--- src/rtl/mul_arbiter_if.sv ---
// -----------------------------------------------------------------------------
// mul_arbiter_if
// Bundles the two requester ports, the shared response bus and the link to the
// shared 8x8 multiplier used by mul_arbiter.
//   slave  : the arbiter side (takes requests, drives grants/responses and
//            the multiplier operands/controls)
//   master : the environment side (requesters plus the multiplier itself)
// Signals:
//   req0_valid/req1_valid, req*_a/req*_b : requests and 8-bit operands
//   gnt0/gnt1                           : one-cycle grant pulses
//   resp0_valid/resp1_valid             : one-cycle response pulses
//   resp_result[15:0], resp_err         : response payload (held between pulses)
//   mul_a/mul_b, mul_start, mul_rst     : multiplier operands and controls
//   mul_result[15:0], mul_busy          : multiplier outputs
// -----------------------------------------------------------------------------
interface mul_arbiter_if;
  logic        req0_valid;
  logic        req1_valid;
  logic [7:0]  req0_a;
  logic [7:0]  req0_b;
  logic [7:0]  req1_a;
  logic [7:0]  req1_b;
  logic        gnt0;
  logic        gnt1;
  logic        resp0_valid;
  logic        resp1_valid;
  logic [15:0] resp_result;
  logic        resp_err;
  logic [7:0]  mul_a;
  logic [7:0]  mul_b;
  logic        mul_start;
  logic        mul_rst;
  logic [15:0] mul_result;
  logic        mul_busy;

  modport slave (
    input  req0_valid, req1_valid, req0_a, req0_b, req1_a, req1_b,
    input  mul_result, mul_busy,
    output gnt0, gnt1, resp0_valid, resp1_valid, resp_result, resp_err,
    output mul_a, mul_b, mul_start, mul_rst
  );

  modport master (
    output req0_valid, req1_valid, req0_a, req0_b, req1_a, req1_b,
    output mul_result, mul_busy,
    input  gnt0, gnt1, resp0_valid, resp1_valid, resp_result, resp_err,
    input  mul_a, mul_b, mul_start, mul_rst
  );
endinterface

--- src/rtl/mul_arbiter.sv ---
// -----------------------------------------------------------------------------
// mul_arbiter
// Round-robin arbiter sharing one multiplier between two requesters.
// A request is granted in IDLE, the multiplier is started (START), given one
// settling cycle (ARM) and then polled until mul_busy drops (WAIT); the result
// is returned to the owner as a one-cycle response pulse.
// Ports:
//   clk  : clock, rising edge
//   rst  : asynchronous active-low reset
//   bus  : mul_arbiter_if.slave (requests, grants, responses, multiplier link)
// Parameter:
//   TIMEOUT_CYCLES : ARM+WAIT cycle budget before aborting a busy multiplier
// Optional feature macro:
//   MUL_ARB_TIMEOUT_EN : enables the timeout counter, resp_err and the
//                        one-cycle mul_rst abort pulse.
// -----------------------------------------------------------------------------
module mul_arbiter #(
  parameter int unsigned TIMEOUT_CYCLES = 32'd2000
) (
  input  logic          clk,
  input  logic          rst,
  mul_arbiter_if.slave  bus
);

  typedef enum logic [1:0] {
    S_IDLE  = 2'd0,
    S_START = 2'd1,
    S_ARM   = 2'd2,
    S_WAIT  = 2'd3
  } state_t;

  state_t      r_state;
  state_t      w_state_nxt;
  logic        r_ptr;        // last winner
  logic        r_seen;       // a grant has happened since reset
  logic        r_owner;      // owner of the in-flight operation
  logic        r_gnt0, r_gnt1, r_resp0, r_resp1, r_start;
  logic [15:0] r_result;
  logic [7:0]  r_mul_a, r_mul_b;

  logic        w_win1, w_grant, w_done, w_tmo, w_resp_pend;
  logic        w_gnt0_nxt, w_gnt1_nxt, w_resp0_nxt, w_resp1_nxt, w_start_nxt;
  logic [15:0] w_result_nxt;
  logic [7:0]  w_mul_a_nxt, w_mul_b_nxt;

  // No grant while a response pulse is on the bus: enforces grant spacing.
  assign w_resp_pend = r_resp0 | r_resp1;
  assign w_grant     = (r_state == S_IDLE) & (bus.req0_valid | bus.req1_valid) & ~w_resp_pend;
  assign w_done      = (r_state == S_WAIT) & ~bus.mul_busy;

  // Winner select: a lone request always wins; on contention the requester not
  // granted last wins, with requester 0 first after reset.
  always_comb begin
    if (bus.req0_valid && bus.req1_valid) begin
      w_win1 = r_seen ? ~r_ptr : 1'b0;
    end else begin
      w_win1 = bus.req1_valid;
    end
  end

`ifdef MUL_ARB_TIMEOUT_EN
  localparam int unsigned CNT_W = $clog2(TIMEOUT_CYCLES + 32'd1);
  localparam logic [CNT_W-1:0] CNT_LAST = CNT_W'(TIMEOUT_CYCLES - 32'd1);

  logic [CNT_W-1:0] r_cnt;
  logic             r_err;
  logic             r_abort;

  // Counter value includes the current cycle, so the abort fires on the
  // TIMEOUT_CYCLES-th ARM/WAIT cycle.
  assign w_tmo = (r_state == S_WAIT) & bus.mul_busy & (r_cnt >= CNT_LAST);

  // Timeout counter: cleared on grant, counts every ARM and WAIT cycle.
  always_ff @(posedge clk or negedge rst) begin
    if (!rst) begin
      r_cnt <= {CNT_W{1'b0}};
    end else if (w_grant) begin
      r_cnt <= {CNT_W{1'b0}};
    end else if ((r_state == S_ARM) || (r_state == S_WAIT)) begin
      r_cnt <= r_cnt + CNT_W'(1'b1);
    end else begin
      r_cnt <= r_cnt;
    end
  end

  // Error flag (held between responses) and one-cycle multiplier abort.
  always_ff @(posedge clk or negedge rst) begin
    if (!rst) begin
      r_err   <= 1'b0;
      r_abort <= 1'b0;
    end else begin
      r_abort <= w_tmo;
      if (w_tmo) begin
        r_err <= 1'b1;
      end else if (w_done) begin
        r_err <= 1'b0;
      end else begin
        r_err <= r_err;
      end
    end
  end

  assign bus.resp_err = r_err;
  assign bus.mul_rst  = ~rst | r_abort;
`else
  logic [31:0] w_unused_cfg;

  assign w_unused_cfg = TIMEOUT_CYCLES;
  assign w_tmo        = 1'b0;
  assign bus.resp_err = 1'b0;
  assign bus.mul_rst  = ~rst;
`endif

  // State register.
  always_ff @(posedge clk or negedge rst) begin
    if (!rst) begin
      r_state <= S_IDLE;
    end else begin
      r_state <= w_state_nxt;
    end
  end

  // Next-state logic.
  always_comb begin
    w_state_nxt = r_state;
    case (r_state)
      S_IDLE:  w_state_nxt = w_grant ? S_START : S_IDLE;
      S_START: w_state_nxt = S_ARM;
      S_ARM:   w_state_nxt = S_WAIT;
      S_WAIT:  w_state_nxt = (w_done || w_tmo) ? S_IDLE : S_WAIT;
      default: w_state_nxt = S_IDLE;
    endcase
  end

  // Output logic: next values of the registered outputs.
  always_comb begin
    w_gnt0_nxt   = w_grant & ~w_win1;
    w_gnt1_nxt   = w_grant & w_win1;
    w_start_nxt  = w_grant;
    w_resp0_nxt  = (w_done | w_tmo) & ~r_owner;
    w_resp1_nxt  = (w_done | w_tmo) & r_owner;
    if (w_done) begin
      w_result_nxt = bus.mul_result;
    end else if (w_tmo) begin
      w_result_nxt = 16'h0000;
    end else begin
      w_result_nxt = r_result;
    end
    if (w_grant) begin
      w_mul_a_nxt = w_win1 ? bus.req1_a : bus.req0_a;
      w_mul_b_nxt = w_win1 ? bus.req1_b : bus.req0_b;
    end else begin
      w_mul_a_nxt = r_mul_a;
      w_mul_b_nxt = r_mul_b;
    end
  end

  // Output, ownership and round-robin pointer registers.
  always_ff @(posedge clk or negedge rst) begin
    if (!rst) begin
      r_gnt0   <= 1'b0;
      r_gnt1   <= 1'b0;
      r_resp0  <= 1'b0;
      r_resp1  <= 1'b0;
      r_start  <= 1'b0;
      r_result <= 16'h0000;
      r_mul_a  <= 8'h00;
      r_mul_b  <= 8'h00;
      r_ptr    <= 1'b0;
      r_seen   <= 1'b0;
      r_owner  <= 1'b0;
    end else begin
      r_gnt0   <= w_gnt0_nxt;
      r_gnt1   <= w_gnt1_nxt;
      r_resp0  <= w_resp0_nxt;
      r_resp1  <= w_resp1_nxt;
      r_start  <= w_start_nxt;
      r_result <= w_result_nxt;
      r_mul_a  <= w_mul_a_nxt;
      r_mul_b  <= w_mul_b_nxt;
      if (w_grant) begin
        r_ptr   <= w_win1;
        r_owner <= w_win1;
        r_seen  <= 1'b1;
      end else begin
        r_ptr   <= r_ptr;
        r_owner <= r_owner;
        r_seen  <= r_seen;
      end
    end
  end

  assign bus.gnt0        = r_gnt0;
  assign bus.gnt1        = r_gnt1;
  assign bus.resp0_valid = r_resp0;
  assign bus.resp1_valid = r_resp1;
  assign bus.resp_result = r_result;
  assign bus.mul_a       = r_mul_a;
  assign bus.mul_b       = r_mul_b;
  assign bus.mul_start   = r_start;

endmodule

--- src/flat_wrapper.sv ---
// flat-port wrapper written by rule: the top's interface ports become plain ports
module mul_arbiter_flat 
#(
  parameter int unsigned TIMEOUT_CYCLES = 32'd2000
)
  (clk, rst, bus_req0_valid, bus_req1_valid, bus_req0_a, bus_req0_b, bus_req1_a, bus_req1_b, bus_mul_result, bus_mul_busy, bus_gnt0, bus_gnt1, bus_resp0_valid, bus_resp1_valid, bus_resp_result, bus_resp_err, bus_mul_a, bus_mul_b, bus_mul_start, bus_mul_rst);
  mul_arbiter_if bus_i ();
  input  logic clk;
  input  logic rst;
  input wire logic [$bits(bus_i.req0_valid)-1:0] bus_req0_valid;
  input wire logic [$bits(bus_i.req1_valid)-1:0] bus_req1_valid;
  input wire logic [$bits(bus_i.req0_a)-1:0] bus_req0_a;
  input wire logic [$bits(bus_i.req0_b)-1:0] bus_req0_b;
  input wire logic [$bits(bus_i.req1_a)-1:0] bus_req1_a;
  input wire logic [$bits(bus_i.req1_b)-1:0] bus_req1_b;
  input wire logic [$bits(bus_i.mul_result)-1:0] bus_mul_result;
  input wire logic [$bits(bus_i.mul_busy)-1:0] bus_mul_busy;
  output wire logic [$bits(bus_i.gnt0)-1:0] bus_gnt0;
  output wire logic [$bits(bus_i.gnt1)-1:0] bus_gnt1;
  output wire logic [$bits(bus_i.resp0_valid)-1:0] bus_resp0_valid;
  output wire logic [$bits(bus_i.resp1_valid)-1:0] bus_resp1_valid;
  output wire logic [$bits(bus_i.resp_result)-1:0] bus_resp_result;
  output wire logic [$bits(bus_i.resp_err)-1:0] bus_resp_err;
  output wire logic [$bits(bus_i.mul_a)-1:0] bus_mul_a;
  output wire logic [$bits(bus_i.mul_b)-1:0] bus_mul_b;
  output wire logic [$bits(bus_i.mul_start)-1:0] bus_mul_start;
  output wire logic [$bits(bus_i.mul_rst)-1:0] bus_mul_rst;
  assign bus_i.req0_valid = bus_req0_valid;
  assign bus_i.req1_valid = bus_req1_valid;
  assign bus_i.req0_a = bus_req0_a;
  assign bus_i.req0_b = bus_req0_b;
  assign bus_i.req1_a = bus_req1_a;
  assign bus_i.req1_b = bus_req1_b;
  assign bus_i.mul_result = bus_mul_result;
  assign bus_i.mul_busy = bus_mul_busy;
  assign bus_gnt0 = bus_i.gnt0;
  assign bus_gnt1 = bus_i.gnt1;
  assign bus_resp0_valid = bus_i.resp0_valid;
  assign bus_resp1_valid = bus_i.resp1_valid;
  assign bus_resp_result = bus_i.resp_result;
  assign bus_resp_err = bus_i.resp_err;
  assign bus_mul_a = bus_i.mul_a;
  assign bus_mul_b = bus_i.mul_b;
  assign bus_mul_start = bus_i.mul_start;
  assign bus_mul_rst = bus_i.mul_rst;
  mul_arbiter #(.TIMEOUT_CYCLES(TIMEOUT_CYCLES)) u_core (.clk(clk), .rst(rst), .bus(bus_i));
endmodule
--- config.mk ---
export PLATFORM = sky130hd
export DESIGN_NAME = mul_arbiter_flat
export DESIGN_NICKNAME = d
export VERILOG_FILES = /design/src/rtl/mul_arbiter_if.sv /design/src/rtl/mul_arbiter.sv /design/src/flat_wrapper.sv
export SDC_FILE = /design/constraint.sdc
export NUM_CORES = 1
export LEC_CHECK = 0
export BUFFER_PORTS_ARGS = -buffer_cell sky130_fd_sc_hd__buf_2
export CORE_ASPECT_RATIO = 0.5
export CORE_MARGIN = 10
export CORE_UTILIZATION = 40
export DETAILED_ROUTE_END_ITERATION = 6
export GPL_TIMING_DRIVEN = 0
export PLACE_DENSITY = 0.78
export SYNTH_ARGS = -nofsm -noshare
export SYNTH_HDL_FRONTEND = slang
export SYNTH_SLANG_ARGS = --single-unit
export TNS_END_PERCENT = 50
--- constraint.sdc ---
create_clock -name clk -period 1.7 [get_ports clk]
set_clock_uncertainty 0.15 [all_clocks]
set_input_delay 0.255 -clock clk [delete_from_list [all_inputs] [get_ports clk]]
set_output_delay 0.255 -clock clk [all_outputs]
set_load 0.02 [all_outputs]
# Word-level counts from Yosys, hierarchy flattened
# Cells that the tools add are included.
# classes
n_eq_ne	3
muxes	7
n_bitwise	14
n_reduce_logical	2
# ops
op	count
$mux 8	2
$pmux 2 s4	1
$and 1x1->1	7
$not 1->1	5
$eq 2x2->1 const B	2
$mux 1	3
$eq 2x1->1 const B	1
$logic_not 2->1	1
$mux 2	1
$or 1x1->1	2
$logic_and 1x1->1	1
# word_totals
register_bits	41
input_bits	53
output_inout_bits	39
wordCells	37

# Depth between registers and ports, before layout
# depth
word_depth	5
depth_mapped	5
depth_no_buf	3

# Worst setup path after synthesis
# No wires, ideal clock.
# synth_path
path_type	register to register
from	register u_core.r_resp1, in the netlist u_core.bus.resp1_valid
to	register u_core.r_mul_b[0], in the netlist u_core.bus.mul_b[0]
t_arrival_ps	1408
required_ps	1423
setup_slack_ps	16
stages_incl_launch_ff	5
period_less_slack_ps	1684
path_cell_list	dfrtp_1 nor4_4 buf_4 a21boi_0 a221o_2
# synth_between
elab_chain_cells	3
# synth_rtl
item	line_no	rtl
start, declared	mul_arbiter.sv:37	logic r_gnt0, r_gnt1, r_resp0, r_resp1, r_start;
start signal, assigned	mul_arbiter.sv:176	r_resp1 <= w_resp1_nxt;
$or 1x1->1	mul_arbiter.sv:47	assign w_resp_pend = r_resp0 | r_resp1;
$not 1->1	mul_arbiter.sv:48	assign w_grant = (r_state == S_IDLE) & (bus.req0_valid | bus.req1_valid) & ~w_resp_pend;
$and 1x1->1	mul_arbiter.sv:48	
end signal, assigned	mul_arbiter.sv:180	r_mul_b <= w_mul_b_nxt;
end, declared	mul_arbiter.sv:39	logic [7:0] r_mul_a, r_mul_b;
# Every way passes these cells.
# A chain may end at the register's enable or synchronous reset.

# Worst setup path after layout
# layout_path
from	register u_core.r_ptr
to	register u_core.r_mul_b[5], in the netlist u_core.bus.mul_b[5]
# layout_between
elab_chain_cells	4
# layout_rtl
item	line_no	rtl
start, declared	mul_arbiter.sv:34	logic r_ptr;
start signal, assigned	mul_arbiter.sv:182	r_ptr <= w_win1;
start signal, assigned	mul_arbiter.sv:186	r_ptr <= r_ptr;
$not 1->1	mul_arbiter.sv:55	w_win1 = r_seen ? ~r_ptr : 1'b0;
$mux 1	mul_arbiter.sv:55	
$mux 1	mul_arbiter.sv:54	if (bus.req0_valid && bus.req1_valid) begin
$mux 8	mul_arbiter.sv:151	w_mul_b_nxt = w_win1 ? bus.req1_b : bus.req0_b;
# Every way passes these cells.

==> results.tsv <==
metric	value	unit
area_growth	40.9	%
gp_congestion	0.693	
drtIter0Drc	55	
drt_pass1_iterations	4	
portBuffers	90	
drive_gt1_share	64.9	%
finalHoldViolations	41	
setup-tns-final	-8.21	ps
critPathKind	flop to flop	
clock_sinks	41	
remaining_drc_errors	0	
final_util	60.3	%
hpwl	3620	um
final_cell_mix	buf_2 (89), dfrtp_1 (41), mux2_2 (16), a221o_2 (16), a21boi_1 (13)	
max_cap_violations	0	
die_width	113	um
viasPerCell	4.85	
post_drt_wl_per_cell	16.9	um
final_common_cell	buf_2	
core	4020	sq um
grt_first_pass_wirelength	7310	um
pre_cts_slack	-186	ps
crit_path_max_fanout	10	
synth.cell_area	1720	sq um
grt_usage	11.9	%
cts_tree	yes	
cp_data_required_time	1720	ps
power.density	1820	nW/um^2
fin_ws	-8.21	ps
synth_cells	121	
stdcell_area	2430	sq um
start_util	42.8	%
yosys.cell_types.count	23	
post_dp_cell_area	2240	sq um
whs	-174	ps
ys_seq_elements	41	
cts_max_path_buffers	2	
grt_max_degree	43	
period_share	100	%
cp-end-kind	flop	
clkTransAtPathRegs	80	ps
post-place-cells	265	
status	finished, violations left	
yosysWarnings	0	
final_antenna_net_count	0	
grt_antenna_before_repair	0	
fin_cells	279	
nets	277	
cp-startpoint	u_core.r_ptr	
die_h	66.4	um
rows	16	
final-setup-viol-count	1	
cts_buffers	5	
hold_path_class	primary input to asynchronous set/reset pin	
overflow	0	
synth_compound_area_share	19.8	%
vias	1354	
min_period	1710	ps
grt_pass1_vias	1440	
fmaxAchievable	585	MHz
synth_xor_area_share	0	%
synth_mux_area_share	10.5	%
rr_startpoint	u_core.r_ptr	
drv_slew	0	
worstSkewPairLatency	280	ps
avgSynthCellArea	14.2	sq um
grt_util_met1	13.0	%
peakVddDrop	0.658	mV
tightest_slew	564	ps
leakagePower	1.28	nW
n_antenna_cell	0	
grtUsageMet3	3.89	%
power	4.42	mW
startpoint_type	flop	
cp.arrival	1720	ps
busiest_layer	met2	
wl	4730	um
synth_fa_ha_area_share	0	%
htree_levels	2	
rsz0062_at_grt	yes	
ios	92	
use_met2	22.4	%
cts_root_buffer	clkbuf_8	
synth_top_family_by_area	compound AO/OA/AOI/OAI gates	
synth-seq-area-share	59.5	%
yosys.area_share.simple	3.49	%
die-area	7490	sq um
synth_fp_nets	174	
slew_headroom	62.4	%
violations	hold timing, setup timing	
-- routing by layer --
metal / up-vias / part of all wire (%)
met5: - / 0
met4: 0 / 0.70
met3: 2 / 4.7
met2: 33 / 53
met1: 669 / 41
li1: 650 / -
-- where the power goes --
part	leakage, nW	switching (mW)	internal, mW	total [mW]
combinational	0.732	1.10	0.982	2.08
sequential	0.499	0.233	1.41	1.64
clock	0.0542	0.324	0.367	0.691
total	1.28	1.66	2.76	4.42
-- logic make-up after synthesis --
| logic type | count (synthesis) |
|---|---|
| DFF | 41 |
| AOI/OAI and AO/OA | 37 |
| buffers and inverters | 17 |
| muxes | 16 |
| and+or+nand+nor | 9 |
| other | 1 |
-- registers in the layout, summed over array words and instances, names as in the netlist --
name                    cells
u_core.r_seen               1
u_core.bus.resp0_valid      1
u_core.bus.mul_b            8
u_core.bus.mul_start        1
u_core.bus.gnt0             1
u_core.bus.mul_a            8
u_core.r_ptr                1
u_core.bus.resp_result     16
u_core.bus.resp1_valid      1
u_core.bus.gnt1             1
u_core.r_state              2
-- synth_stat cells --
cell	n	area share, %
buf_4	2	0.87
a21o_1	1	0.44
a221o_2	16	10
nor2b_1	1	0.36
nor4_4	1	1.2
buf_2	2	0.58
a21boi_1	1	0.44
clkbuf_1	2	0.44
o211a_1	1	0.58
buf_12	1	1.2
nand3b_1	1	0.44
o21ai_0	1	0.29
or2_2	1	0.36
conb_1	1	0.22
nand2_1	3	0.65
o311a_1	1	0.58
buf_6	3	2.0
dfrtp_1	41	60
o21a_1	1	0.44
nor2_1	2	0.44
a21boi_0	15	6.5
inv_1	7	1.5
mux2_2	16	10
-- worst paths after layout --
kind	endpoint	slack [ps]	depth (start not counted)
setup reg to reg	u_core.bus.mul_b[5]	-8	4
max in group asynchronous	u_core.bus.mul_a[3]	1180	1
hold reg to reg	u_core.r_seen	330	2
hold / removal	u_core.bus.mul_b[6]	-170	1
setup / recovery	u_core.bus.mul_b[5]	-8	4
min in group clk	u_core.bus.mul_b[2]	40	2
-- final cells by class --
type	count	area, sq um
Tap cell	54	67.6
Clock buffer	7	96.3
Sequential cell	41	1030
Timing Repair Buffer	96	523
Fill cell	329	1600
Buffer	10	98.8
Multi-Input combinational cell	63	584
Inverter	7	26.3
Clock inverter	1	5.00
-- worst max-delay path, stage by stage (launching register included) --
cell     delay [ps]
dfrtp_1         410
o311a_1         370
buf_6           140
buf_12          130
a221o_2         380
-- what timing repair did --
item / CTS / global route
endpoints found under the hold margin: 41 / 41
gates resized for setup: 3 / 14
setup endpoints to repair: 19 / 25
pin swaps: 3 / 5
buffers inserted: 5 / 1
gates cloned: 0 / 0
Note: power is estimated with default switching activity, not from simulation.
